`config.mk`:
```
export PLATFORM = sky130hd
export DESIGN_NAME = bp_be_long_wb_collector
export DESIGN_NICKNAME = d
export VERILOG_FILES = /design/src/rtl/bp_be_pkg.sv /design/src/rtl/bsg_fifo_1r1w_small.sv /design/src/rtl/bp_be_long_wb_collector.sv
export SDC_FILE = /design/constraint.sdc
export NUM_CORES = 1
export LEC_CHECK = 0
export BUFFER_PORTS_ARGS = -buffer_cell sky130_fd_sc_hd__buf_4
export CORE_ASPECT_RATIO = 1.75
export CORE_MARGIN = 2
export CORE_UTILIZATION = 40
export DETAILED_ROUTE_END_ITERATION = 12
export GPL_TIMING_DRIVEN = 0
export MAX_ROUTING_LAYER = met4
export SYNTH_ARGS = -nofsm -noshare
export SYNTH_HDL_FRONTEND = slang
export SYNTH_HIERARCHICAL = 1
export SYNTH_SLANG_ARGS = --single-unit
```
`constraint.sdc`:
```
create_clock -name clk_i -period 5.7 [get_ports clk_i]
set_input_delay 1.71 -clock clk_i [delete_from_list [all_inputs] [get_ports clk_i]]
set_output_delay 1.71 -clock clk_i [all_outputs]
set_load 0.05 [all_outputs]
```
`src/rtl/bp_be_pkg.sv`:
```
// Back-end shared types and constants: writeback packet, FP register
// format and the default starvation limit used by the long writeback path.
package bp_be_pkg;

    typedef enum logic [1:0] {
        e_bp_default_cfg = 2'd0,
        e_bp_unicore_cfg = 2'd1
    } bp_params_e;

    localparam int unsigned dword_width_gp        = 64;
    localparam int unsigned reg_addr_width_gp     = 5;
    localparam int unsigned fp_rec_width_gp       = 65;
    localparam int unsigned fflags_width_gp       = 5;
    localparam int unsigned bp_be_starve_limit_gp = 8;

    // Recoded FP register: precision tag plus the recoded value
    typedef struct packed {
        logic                       sp_not_dp;
        logic [fp_rec_width_gp-1:0] rec;
    } bp_be_fp_reg_s;

    localparam int unsigned dpath_width_gp = $bits(bp_be_fp_reg_s);

    typedef struct packed {
        logic                         ird_w_v;
        logic                         frd_w_v;
        logic [reg_addr_width_gp-1:0] rd_addr;
        logic [dpath_width_gp-1:0]    rd_data;
        logic                         fflags_w_v;
        logic [fflags_width_gp-1:0]   fflags;
    } bp_be_wb_pkt_s;

endpackage

```
`src/rtl/bsg_fifo_1r1w_small.sv`:
```
// Small register-based FIFO with valid/ready enqueue, valid/yumi dequeue
// and an occupancy count so callers can reason about free slots.
module bsg_fifo_1r1w_small #(
    parameter int unsigned width_p = 8,
    parameter int unsigned els_p   = 2,
    localparam int unsigned ptr_width_lp   = (els_p > 1) ? $clog2(els_p) : 1,
    localparam int unsigned count_width_lp = $clog2(els_p + 1)
) (
    input  logic                      clk_i,
    input  logic                      reset_i,
    input  logic [width_p-1:0]        data_i,
    input  logic                      v_i,
    output logic                      ready_o,
    output logic [width_p-1:0]        data_o,
    output logic                      v_o,
    input  logic                      yumi_i,
    output logic [count_width_lp-1:0] count_o
);

    logic [width_p-1:0]        mem_q [els_p];
    logic [ptr_width_lp-1:0]   rptr_q, rptr_d;
    logic [ptr_width_lp-1:0]   wptr_q, wptr_d;
    logic [count_width_lp-1:0] count_q, count_d;
    logic                      enq, deq;

    function automatic logic [ptr_width_lp-1:0] ptr_inc(input logic [ptr_width_lp-1:0] p);
        return (p == ptr_width_lp'(els_p - 1)) ? '0 : p + ptr_width_lp'(1);
    endfunction

    assign ready_o = (count_q != count_width_lp'(els_p));
    assign v_o     = (count_q != '0);
    assign enq     = v_i & ready_o;
    assign deq     = yumi_i & v_o;
    assign data_o  = mem_q[rptr_q];
    assign count_o = count_q;

    always_comb begin
        rptr_d  = rptr_q;
        wptr_d  = wptr_q;
        count_d = count_q + count_width_lp'(enq) - count_width_lp'(deq);
        if (enq) wptr_d = ptr_inc(wptr_q);
        if (deq) rptr_d = ptr_inc(rptr_q);
    end

    always_ff @(posedge clk_i) begin
        if (reset_i) begin
            rptr_q  <= '0;
            wptr_q  <= '0;
            count_q <= '0;
        end else begin
            rptr_q  <= rptr_d;
            wptr_q  <= wptr_d;
            count_q <= count_d;
        end
    end

    // Storage needs no reset: occupancy alone decides what is visible
    always_ff @(posedge clk_i) begin
        if (enq) mem_q[wptr_q] <= data_i;
    end

endmodule

```
`src/rtl/bp_be_long_wb_collector.sv`:
```
// Buffers long-pipe integer/FP writebacks until the main pipe leaves the
// regfile port free, forcing it to yield once a head has waited too long.
module bp_be_long_wb_collector
    import bp_be_pkg::*;
#(
    parameter bp_params_e  bp_params_p    = e_bp_default_cfg,
    parameter int unsigned els_p          = 2,
    parameter int unsigned starve_limit_p = bp_be_starve_limit_gp,
    localparam int unsigned reg_addr_width_p = reg_addr_width_gp,
    localparam int unsigned dword_width_p    = dword_width_gp,
    localparam int unsigned wb_pkt_width_lp  = $bits(bp_be_wb_pkt_s)
) (
    input  logic                              clk_i,
    input  logic                              reset_i,

    input  logic [wb_pkt_width_lp-1:0]        iwb_pkt_i,
    input  logic                              iwb_v_i,
    input  logic [wb_pkt_width_lp-1:0]        fwb_pkt_i,
    input  logic                              fwb_v_i,

    input  logic                              main_irf_w_v_i,
    input  logic                              main_frf_w_v_i,

    output logic                              irf_w_v_o,
    output logic [reg_addr_width_p-1:0]       irf_addr_o,
    output logic [dword_width_p-1:0]          irf_data_o,

    output logic                              frf_w_v_o,
    output logic [reg_addr_width_p-1:0]       frf_addr_o,
    output logic [$bits(bp_be_fp_reg_s)-1:0]  frf_data_o,

    output logic                              fflags_w_v_o,
    output logic [fflags_width_gp-1:0]        fflags_o,

    output logic                              ready_o,
    output logic                              istarve_o,
    output logic                              fstarve_o,
    output logic                              empty_o
);

    localparam int unsigned fifo_cnt_width_lp = $clog2(els_p + 1);
    localparam int unsigned wait_width_lp     = $clog2(starve_limit_p + 1);

    bp_be_wb_pkt_s iwb_pkt, fwb_pkt;
    bp_be_wb_pkt_s ihead, fhead;
    logic          ienq, fenq;
    logic          ififo_ready, ffifo_ready;
    logic [fifo_cnt_width_lp-1:0] icount, fcount;

    // Index 0 is the integer class, index 1 the FP class
    logic [1:0] head_v, pop, starve, main_w_v;

    assign iwb_pkt  = bp_be_wb_pkt_s'(iwb_pkt_i);
    assign fwb_pkt  = bp_be_wb_pkt_s'(fwb_pkt_i);
    assign main_w_v = {main_frf_w_v_i, main_irf_w_v_i};

    // Packets that would write nothing never occupy a slot
    assign ienq = iwb_v_i & ~reset_i & iwb_pkt.ird_w_v & (iwb_pkt.rd_addr != '0);
    assign fenq = fwb_v_i & ~reset_i & (fwb_pkt.frd_w_v | fwb_pkt.fflags_w_v);

    bsg_fifo_1r1w_small #(
        .width_p (wb_pkt_width_lp),
        .els_p   (els_p)
    ) u_ififo (
        .clk_i   (clk_i),
        .reset_i (reset_i),
        .data_i  (iwb_pkt_i),
        .v_i     (ienq),
        .ready_o (ififo_ready),
        .data_o  (ihead),
        .v_o     (head_v[0]),
        .yumi_i  (pop[0]),
        .count_o (icount)
    );

    bsg_fifo_1r1w_small #(
        .width_p (wb_pkt_width_lp),
        .els_p   (els_p)
    ) u_ffifo (
        .clk_i   (clk_i),
        .reset_i (reset_i),
        .data_i  (fwb_pkt_i),
        .v_i     (fenq),
        .ready_o (ffifo_ready),
        .data_o  (fhead),
        .v_o     (head_v[1]),
        .yumi_i  (pop[1]),
        .count_o (fcount)
    );

    // The main pipe owns the port whenever it claims it
    assign pop = head_v & ~main_w_v & {2{~reset_i}};

    for (genvar c = 0; c < 2; c++) begin : g_wait
        logic [wait_width_lp-1:0] wait_q, wait_d;

        always_comb begin
            wait_d = '0;
            if (head_v[c] && !pop[c]) begin
                wait_d = (wait_q == wait_width_lp'(starve_limit_p))
                       ? wait_q : wait_q + wait_width_lp'(1);
            end
        end

        always_ff @(posedge clk_i) begin
            if (reset_i) wait_q <= '0;
            else         wait_q <= wait_d;
        end

        assign starve[c] = ~reset_i & (wait_q == wait_width_lp'(starve_limit_p));

        a_yield : assert property (@(posedge clk_i) disable iff (reset_i)
                                   !(starve[c] && main_w_v[c]))
            else $error("main pipe kept a starved writeback port, class %0d", c);
    end

    // Free-slot test includes this cycle's enqueue but not this cycle's pop
    assign ready_o = ~reset_i
                   & ((32'(icount) + 32'(ienq)) < els_p)
                   & ((32'(fcount) + 32'(fenq)) < els_p);
    assign empty_o = reset_i | ~(|head_v);

    assign irf_w_v_o  = pop[0];
    assign irf_addr_o = ihead.rd_addr;
    assign irf_data_o = ihead.rd_data[dword_width_p-1:0];

    assign frf_w_v_o    = pop[1] & fhead.frd_w_v;
    assign frf_addr_o   = fhead.rd_addr;
    assign frf_data_o   = fhead.rd_data;
    assign fflags_w_v_o = pop[1] & fhead.fflags_w_v;
    assign fflags_o     = fhead.fflags;

    assign istarve_o = starve[0];
    assign fstarve_o = starve[1];

    a_ifull : assert property (@(posedge clk_i) disable iff (reset_i) !(ienq && !ififo_ready))
        else $error("integer writeback arrived with its buffer full");
    a_ffull : assert property (@(posedge clk_i) disable iff (reset_i) !(fenq && !ffifo_ready))
        else $error("FP writeback arrived with its buffer full");
    a_cfg : assert property (@(posedge clk_i) bp_params_p == e_bp_default_cfg)
        else $error("unsupported processor configuration");

    logic unused_bits;
    assign unused_bits = ^{ihead.ird_w_v, ihead.frd_w_v, ihead.fflags_w_v, ihead.fflags,
                           ihead.rd_data[$bits(bp_be_fp_reg_s)-1:dword_width_p],
                           fhead.ird_w_v, ififo_ready, ffifo_ready};

endmodule

```
==> summary.txt <==
Timing
  • Final Skew: 0.0145 ns
  • Final period util: 86.7%
  • Relative slew margins: 33.6%
  • Worst-margin pin slew: 0.993 ns
  • Minimum clock period: 4.94 ns
  • Final worst-path setup slack: 0.756 ns
  • RSZ-0062 raised after global routing: false
  • FMAX: 0.202 GHz
  • Final slew viol count: 0
  • Final setup fails: 0
  • Fin. Hold Viols: 0

Min path
  • Hold path endpoint: u_ffifo/rptr_q$_SDFFE_PP0P_
  • Worst hold stages: 2
  • Worst hold path class: flip-flop to flip-flop
  • Min-delay src: u_ffifo/rptr_q$_SDFFE_PP0P_

Die
  • Die height: 230 µm
  • Site Rows: 82
  • Placeable Area: 0.0287 mm²
  • Starting Density: 40.7%
  • I/O pins: 316
  • Full die area: 0.0307 mm²
  • Die W: 133 µm

Cells and area
  • Layout cell share with drive strength beyond 1: 56.0%
  • Area delta synth->final: 32.4%
  • Final core area utilization: 53.9%
  • Fillcell total: 2449
  • Non-Filler Instances: 1315
  • # nets final: 1084

Critical path
  • Crit path max fanout: 13
  • R2r startpoint: u_ffifo/count_o[0]$_SDFF_PP0_
  • CP Cell Sequence: buf_4, buf_6, nor3b_1, a221oi_2, buf_4
  • Crit path DAT: 3.23 ns
  • CP max stage delay: 0.81 ns
  • Worst Path Buf+Inv: 3
  • CP dominant cell by count: buf_4
  • R2R Path End: u_ffifo/count_o[1]$_SDFF_PP0_
  • Required @ worst endpoint: 3.99 ns
  • CP Capture Type: primary output
  • Worst path slowest cell: nor3b_1
  • Delay-heaviest family, CP: simple AND/OR/NAND/NOR gates
  • Flop2flop setup slack: 3.27 ns
  • FF-to-FF path depth: 8
  • Startpoint types: input pin
  • Critical path class: input pin to primary output

Detailed routing
  • Detailed router's first-iteration violation count: 232
  • DRC viols: 0
  • Final wirelength: 24.1 mm
  • Antenna viol nets, final: 0
  • Drt pass-1 iters: 5
  • Via count: 6191
  • Routed length per instance: 18.3 µm
  • Via/cell ratio: 4.71

CTS
  • Hold_buf cts: 0
  • Clk Tree Root Cell: clkbuf_16
  • CTS Sinks: 312
  • Total CTS buffers: 28
  • H-tree depth: 1
  • CTS tree: built
  • Post-CTS sizing: 0
  • # Post-CTS Setup Buffers: 0
  • Clk Latency, worst-skew pair: 0.56 ns
  • Clock-pin slew on the worst setup and hold paths: 0.06 ns
  • Clock Path Buffers: 3

Global routing
  • Largest net degree at the start of global routing: 64
  • GRT overflow: 0
  • First-pass GRT wire length: 36.2 mm
  • Total track usage: 15.8%
  • Number of global-route vias before repair: 6623
  • Antenna violations before repair: 1

Placement
  • Dpl ws: 0.715 ns
  • HPWL after DPL: 17.0 mm
  • Dpl cells: 1262
  • Routability Congestion: 0.725
  • # port buffers: 305

Yosys
  • Synthesized cell area: 0.0117 mm²
  • Post-synth net total: 745
  • Syn. warnings: 6
  • Synthesized area per cell: 20.3 µm²
  • Syn Inst Count: 575

Outcome
  • Outcome: finished, final reports clean

Power and ir drop
  • Max IR drop VDD: 0.000327 V
  • Leakage: 0.00574 µW
  • Total power: 4780 µW
  • P per Cell Area: 309 mW/mm²

Job
  • Max_cap viols: 0
## layout by cell type, fill, tap and decap left out, types with 6 or more instances in the layout
master     instances
nor2_1            20
clkbuf_16         28
buf_6              7
buf_2             12
dfxtp_1           18
edfxtp_1         294
mux2_4            20
mux2_2           127
buf_4            305
nand3b_1           9
clkbuf_1           7
ha_1               6
## power by group
group	switching, µW	internal [µW]
Sequential	10.7	2560
Clock	803	1050
Combinational	212	145
## layer usage
metal | vias to the layer above | GRT usage (%) | routed length (µm)
met4 | 0 | 6.28 | 777
met1 | 2991 | 14.5 | 7800
met3 | 55 | 6.02 | 2340
met2 | 229 | 29.0 | 13200
li1 | 2916 | - | -
met5 | - | - | 0
## worst max path at each step
stage | cells past startpoint | from | slack, ns | end
global placement | 4 | reset_i | -0.80 | u_ffifo/mem_q[1][20]$_DFFE_PP_
global route | 5 | reset_i | 0.59 | ready_o
finish | 5 | reset_i | 0.76 | ready_o
detailed placement | 5 | reset_i | 0.72 | ready_o
floorplan | 2 | reset_i | 0.74 | irf_w_v_o
CTS | 5 | reset_i | 0.70 | ready_o
## worst min-delay path, stage by stage (launching register included)
cell	delay, ns
dfxtp_1	0.32
xor2_1	0.08
nor2_1	0.07
## registers in the layout (all words and copies together) (netlist names), named ones only
register	flops
g_wait.wait_q	8
u_ififo/rptr_q	1
u_ffifo/wptr_q	1
u_ififo/count_o	2
u_ififo/mem_q	138
u_ffifo/mem_q	156
u_ffifo/rptr_q	1
u_ffifo/count_o	2
u_ififo/wptr_q	1
## stage by stage
step	hold slack, ns	TNS, ns	cell area [µm²]
4_1_cts	0.507	0	15500
6_report	0.503	0	15500
5_1_grt	0.547	0	15500
2_1_floorplan	0.466	0	11700
3_5_place_dp	0.492	0	14600
3_3_place_gp	0.481	-104.91	14500
## cell type report
cell class                      instances  area [µm²]  share of cell area, %
Clock buffer                           35         727                   4.69
Tap cell                              378         473                   3.05
Sequential cell                       312        9190                   59.3
Inverter                                6        27.5                  0.178
Clock inverter                         17         176                   1.14
Multi-Input combinational cell        238        2360                   15.2
Buffer                                 19         139                  0.897
Timing Repair Buffer                  309        2400                   15.5
Antenna cell                            1        2.50                 0.0162
No activity file was read; power rests on OpenSTA's default activity.
